$ cat src/rtl/utils_pkg.sv
// Shared arbitration helpers: channel-count limit and one-hot to index conversion.
package utils_pkg;

  localparam int ARB_MAX_CH = 32;
  localparam int ARB_IDXW   = $clog2(ARB_MAX_CH);

  typedef logic [ARB_MAX_CH-1:0] arb_vec_t;
  typedef logic [ARB_IDXW-1:0]   arb_idx_t;

  function automatic arb_idx_t onehot2idx(input arb_vec_t onehot);
    arb_idx_t idx;
    idx = '0;
    for (int i = 0; i < ARB_MAX_CH; i++) begin
      if (onehot[i]) idx |= ARB_IDXW'(i);
    end
    return idx;
  endfunction

endpackage

$ cat src/rtl/arb_grant.sv
// One-hot grant generator. STREAM_ARB_MUX_RR_EN selects round-robin (with its own
// pointer register); otherwise fixed priority, lowest index wins, and no state exists.
module arb_grant #(
  parameter  int NUM_CH = 4,
  localparam int SELW   = $clog2(NUM_CH)
) (
  input  logic              clk,
  input  logic              reset,
  input  logic [NUM_CH-1:0] req,
  input  logic              advance,
  output logic [NUM_CH-1:0] grant
);

`ifdef STREAM_ARB_MUX_RR_EN
  logic [SELW-1:0] ptr_q, ptr_d;
  logic [SELW-1:0] win_idx;
  logic            found;
  int              j;

  // Search starts at the pointer and wraps modulo NUM_CH; first requester found wins.
  always_comb begin
    grant   = '0;
    win_idx = '0;
    found   = 1'b0;
    j       = 0;
    for (int k = 0; k < NUM_CH; k++) begin
      j = int'(ptr_q) + k;
      if (j >= NUM_CH) j = j - NUM_CH;
      if (!found && req[j]) begin
        found    = 1'b1;
        grant[j] = 1'b1;
        win_idx  = SELW'(j);
      end
    end
  end

  always_comb begin
    ptr_d = ptr_q;
    if (advance) begin
      ptr_d = (win_idx == SELW'(NUM_CH-1)) ? '0 : win_idx + SELW'(1);
    end
  end

  always_ff @(posedge clk) begin
    if (reset) ptr_q <= '0;
    else       ptr_q <= ptr_d;
  end
`else
  logic unused_rr;

  // Isolate the lowest set request bit.
  assign grant     = req & (~req + NUM_CH'(1));
  assign unused_rr = ^{clk, reset, advance};
`endif

endmodule

$ cat src/rtl/stream_arb_mux.sv
// NUM_CH-way valid/ready arbiter feeding one registered output stage; the winning
// channel index travels with the data. Arbitration policy set by STREAM_ARB_MUX_RR_EN.
module stream_arb_mux #(
  parameter  int DATAWIDTH = 32,
  parameter  int NUM_CH    = 4,
  localparam int SELW      = $clog2(NUM_CH)
) (
  input  logic                        clk,
  input  logic                        reset,
  input  logic [NUM_CH-1:0]           in_valid,
  input  logic [NUM_CH*DATAWIDTH-1:0] in_data,
  output logic [NUM_CH-1:0]           in_ready,
  output logic                        out_valid,
  output logic [DATAWIDTH-1:0]        out_data,
  output logic [SELW-1:0]             out_sel,
  input  logic                        out_ready
);
  import utils_pkg::*;

  if (NUM_CH < 2 || NUM_CH > ARB_MAX_CH) begin : g_bad_cfg
    $error("stream_arb_mux: NUM_CH must be in 2..ARB_MAX_CH");
  end

  logic                 out_valid_q, out_valid_d;
  logic [DATAWIDTH-1:0] out_data_q,  out_data_d;
  logic [SELW-1:0]      out_sel_q,   out_sel_d;

  logic                 load_en;
  logic                 xfer;
  logic [NUM_CH-1:0]    grant;
  arb_vec_t             grant_ext;
  logic [SELW-1:0]      win_sel;
  logic [DATAWIDTH-1:0] win_data;

  arb_grant #(.NUM_CH(NUM_CH)) u_arb_grant (
    .clk     (clk),
    .reset   (reset),
    .req     (in_valid),
    .advance (xfer),
    .grant   (grant)
  );

  // Reset gates in_ready so no source sees an accept in the cycle its beat would be lost.
  assign load_en  = ~out_valid_q | out_ready;
  assign in_ready = (load_en && !reset) ? grant : '0;
  assign xfer     = |in_ready;

  always_comb begin
    grant_ext               = '0;
    grant_ext[NUM_CH-1:0]   = grant;
  end

  assign win_sel = SELW'(onehot2idx(grant_ext));

  always_comb begin
    win_data = '0;
    for (int i = 0; i < NUM_CH; i++) begin
      if (grant[i]) win_data |= in_data[i*DATAWIDTH +: DATAWIDTH];
    end
  end

  // A load during drain replaces the beat; a drain alone keeps data/sel for debug visibility.
  always_comb begin
    out_valid_d = out_valid_q;
    out_data_d  = out_data_q;
    out_sel_d   = out_sel_q;
    if (xfer) begin
      out_valid_d = 1'b1;
      out_data_d  = win_data;
      out_sel_d   = win_sel;
    end else if (out_ready) begin
      out_valid_d = 1'b0;
    end
  end

  always_ff @(posedge clk) begin
    if (reset) begin
      out_valid_q <= 1'b0;
      out_data_q  <= '0;
      out_sel_q   <= '0;
    end else begin
      out_valid_q <= out_valid_d;
      out_data_q  <= out_data_d;
      out_sel_q   <= out_sel_d;
    end
  end

  assign out_valid = out_valid_q;
  assign out_data  = out_data_q;
  assign out_sel   = out_sel_q;

endmodule

$ cat config.mk
export PLATFORM = sky130hd
export DESIGN_NAME = stream_arb_mux
export DESIGN_NICKNAME = d
export VERILOG_FILES = /design/src/rtl/utils_pkg.sv /design/src/rtl/arb_grant.sv /design/src/rtl/stream_arb_mux.sv
export SDC_FILE = /design/constraint.sdc
export NUM_CORES = 1
export LEC_CHECK = 0
export CORE_MARGIN = 2
export CORE_UTILIZATION = 39
export DETAILED_ROUTE_END_ITERATION = 8
export PLACE_DENSITY = 0.87
export SLEW_MARGIN = 10
export SYNTH_ARGS = -nofsm -noshare
export SYNTH_HDL_FRONTEND = slang
export SYNTH_SLANG_ARGS = --single-unit
$ cat constraint.sdc
create_clock -name clk -period 3.9 [get_ports clk]
set_input_delay 0.78 -clock clk [delete_from_list [all_inputs] [get_ports clk]]
set_output_delay 0.78 -clock clk [all_outputs]
set_load 0.005 [all_outputs]
== Word level (Yosys, flattened, before mapping) ==
Index checks and enable logic that the tools add are counted.
Operators by class
  multiplexer cells: 10
  reductions and logical operators: 4
  $add $sub $neg: 1
  bitwise operators: 7
Operator list (count)
  32-bit 2-to-1 mux: 4
  32-bit OR: 3
  4-bit by 1-bit adder with 4-bit output, second input constant: 1
  4-bit AND: 1
  2-bit 2-to-1 mux: 2
  4-bit 2-to-1 mux: 1
  4-bit NOT: 1
  4-bit OR reduction: 1
  1-bit 2-to-1 mux: 3
  2-bit nonzero test: 1
  1-bit logical AND: 1
  1-bit logical NOT: 1
  1-bit NOT: 1
  1-bit OR: 1
Storage, ports and cells
  bits of input ports: 135
  output and inout port bits: 39
  bits in registers: 35

== Depth between registers and ports, before layout ==
  depth in word-level cells: 10
  gate-level depth with buffers: 6
  depth with buffers taken out: 3

== By module ==
Synthesis repeated with hierarchy kept, for this count alone.
Unflattened totals
  cell total of the unflattened synthesis: 219
  area, all modules: 1983.2 um^2
Modules (own cells, without submodules)
  stream_arb_mux: cells an instance 215, times used 1, area each 1946.9 um^2, seq. area each 700.7 um^2
  arb_grant: cells an instance 4, times used 1, area each 36.3 um^2, seq. area each 0.0 um^2

== Least setup slack after synthesis ==
Ideal clock, no wire load.
  path kind: input port to output port
  start point: input in_valid[0]
  end point: output in_ready[1]
  required time: 3.120 ns
  cell stages on the path: 4
  data arrival time: 1.609 ns
  path slack: 1.511 ns
  cell sequence: buf_2 -> buf_2 -> clkbuf_1 -> nor4_1
On the way
  word-level cells in the longest chain between the ends: 4
RTL lines
  start, declared: RTL line stream_arb_mux.sv:10  | input logic [NUM_CH-1:0] in_valid,
  4-bit NOT: RTL line arb_grant.sv:52  | assign grant = req & (~req + NUM_CH'(1));
  4-bit by 1-bit adder with 4-bit output: RTL line arb_grant.sv:52
  4-bit AND: RTL line arb_grant.sv:52
  4-bit 2-to-1 mux: RTL line stream_arb_mux.sv:45  | assign in_ready = (load_en && !reset) ? grant : '0;
  end, declared: RTL line stream_arb_mux.sv:12  | output logic [NUM_CH-1:0] in_ready,
No other way between the ends.

== Final worst setup path ==
  start point: input in_valid[3]
  end point: output in_ready[3]
On the way
  word-level cells in the longest chain between the ends: 4
RTL lines (RTL line)
  4-bit NOT: arb_grant.sv:52
  4-bit by 1-bit adder with 4-bit output: arb_grant.sv:52
  4-bit AND (*): arb_grant.sv:52
  4-bit 2-to-1 mux (*): stream_arb_mux.sv:45
Every way passes the cells marked *; elsewhere a longest branch is shown, timed or not.

==> reports/results.ini <==
[outcome]
status=finished, violations left
violations=design-rule violations

[yosys]
synth_area_um2=2620
async_reset_ff_share_pct=0
syn-instance-count=322
ys_ff_latch=35
synth_top_area_cell=dfxtp_1
synthTopCellsByArea=dfxtp_1 27%, a22o_1 11%, a2111oi_0 9.7%
synth.distinct_cells=29
postSynthAreaPerCell_um2=8.12
synth-edff-count=0
yosys_warnings=0
synth_top_area_share_pct=26.8
synthFlopType=dfxtp_1
yosysSeqAreaShare_pct=26.8
synthesis.nets=457

[cts]
path_clk_slew_ps=70
cts_made_buffers=5
insertion_delay_ps=280
htreeDepth=2
post-cts-setup-buffers=0
cts-root-buf=clkbuf_8
cts_tree=yes
clk_path_buf_depth=2
hold_buffers=0
cts_resized=0
cts_sinks=35

[placed_design]
hpwl_um=6600
portBuffers=173
place_congestion=0.772
post_dp_cell_area_um2=4290
place_inst=540

[power_and_ir_drop]
intPower_mw=0.886
powerDensity_nw_per_um2=272
p_clk_share_pct=28.4
peakVddDrop_uv=146
p_leak_nw=1.76
switchingPower_mw=0.312
pwr-share-comb_pct=35.9
switching_share_pct=26.1
seqPwrFrac_pct=35.7

[cells_and_area]
num-nets-final=605
final_util_pct=68.6
fin_cells=548
area_growth_pct=68.5
mostFrequentLayoutCell=clkdlybuf4s50_1
antenna_cells=0
drive_above_1_share_pct=5.52
final_cell_mix=170 x clkdlybuf4s50_1, 35 x dfxtp_1, 34 x inv_1
final_area_um2=4410

[global_routing]
grt_usage_pct=23.8
overflow=0
grt_pass1_vias=3138
grt_pass1_wl_um=14400
grt_max_degree=67
antenna_found_initial=0

[sta]
period_needed_ps=3070
rsz0062_at_grt=false
whs_ps=475
worstMarginPinSlew_ps=636
slew_viol_final=0
setup_viol_count_final=0
fin_crit_sh_pct=78.6
max-slew-margin-rel_pct=57.6
finalHoldViolations=0
clock_skew_ps=6.63
timing.fmax_ghz=0.326
fin_tns_setup_ps=0

[worst_setup_path]
crit_top_cell=clkdlybuf4s50_1
crit_arrival_ps=2290
critPathKind=in -> out
cp-end-kind=output port
critPathLaunchType=primary input
critPathMaxStageDelay_ps=580
slowest_stage=clkdlybuf4s50_1
worstPathMaxFanout=4
reg2regPathDepth=5
crit_chain=clkdlybuf4s50_1 -> nor4b_4 -> and2_1 -> clkdlybuf4s50_1
required_ps=3120

[detailed_routing]
first_iter_violations=100
wl_met2_um=4600
wl_met1_um=3650
met3RoutedLength_um=716
via_per_inst=5.61
drc_errors=12
dr.pass1.iters=7
wl_um=9070
drtAntennaViolNets=0
top_layer=met4
vias=3072
post_drt_wl_per_cell_um=16.6

[min_path]
holdCritPathClass=reg -> reg
hold_depth=2

[die]
io_pins=174
fp.coreArea_um2=6420
die-area_um2=7380
die_h_um=85.9
initial_core_util_pct=40.7
row_count=29
chipWidth_um=85.9

[run]
maxCapViolations=0

==> critical path, delay by kind of cell <==
family	cells	cell delay, ps
buf+inv	2	1080
simple gates	2	420
==> synthesized netlist by cell type, types with 2 or more instances <==
master / n
dfxtp_1: 35
buf_6: 4
nand2b_1: 33
buf_1: 2
a21oi_1: 33
nand3b_1: 32
buf_4: 3
clkbuf_1: 21
inv_1: 34
a22o_1: 32
buf_2: 11
nor2b_1: 3
nor2_1: 3
a22oi_1: 29
a2111oi_1: 3
a22oi_2: 3
a2111oi_0: 29
==> metrics by stage <==
step                      power, mW  setup WS (ps)
after floorplan               0.608           1510
after global placement        0.855            886
after detailed placement      0.865            845
after CTS                      1.21            838
after global routing           1.26            805
final                          1.20            834
==> cells by family after synthesis <==
group | share of synthesized area, %
compound gates | 38.9
simple gates | 21.4
flops | 26.8
buf+inv | 12.9
==> metal layers <==
| layer | vias up | track usage (%) |
|---|---|---|
| li1 | 1503 | - |
| met1 | 1437 | 27.6 |
| met2 | 122 | 44.6 |
| met3 | 10 | 5.58 |
| met4 | 0 | 4.47 |
| met5 | - | 0 |
==> area by class of cell <==
type,count,area (µm²)
clock inverters,2,35.0
inverters,34,128
fillers,555,2020
flip-flops and latches,35,701
repair buffers,182,1780
well taps,77,96.3
clock buffers,6,82.6
multi-input cells,212,1580
==> registers in the layout (all words and copies together) (netlist names) <==
signal     cells
out_valid      1
out_data      32
out_sel        2
==> final timing paths <==
check	from	end	slack, ps
setup reg to reg	out_valid	out_data[30]	1850
hold reg to reg	out_data[17]	out_data[17]	470
setup / recovery	in_valid[3]	in_ready[3]	830
hold / removal	out_data[17]	out_data[17]	470
==> power by group through the flow <==
stage | registers, mW | clock network (mW) | logic [mW]
after floorplan | 0.438 | 0 | 0.170
after global placement | 0.435 | 0 | 0.420
after detailed placement | 0.436 | 0 | 0.429
after CTS | 0.428 | 0.350 | 0.432
after global routing | 0.433 | 0.362 | 0.465
final | 0.428 | 0.340 | 0.430
Note: power is estimated with default switching activity, not from simulation.
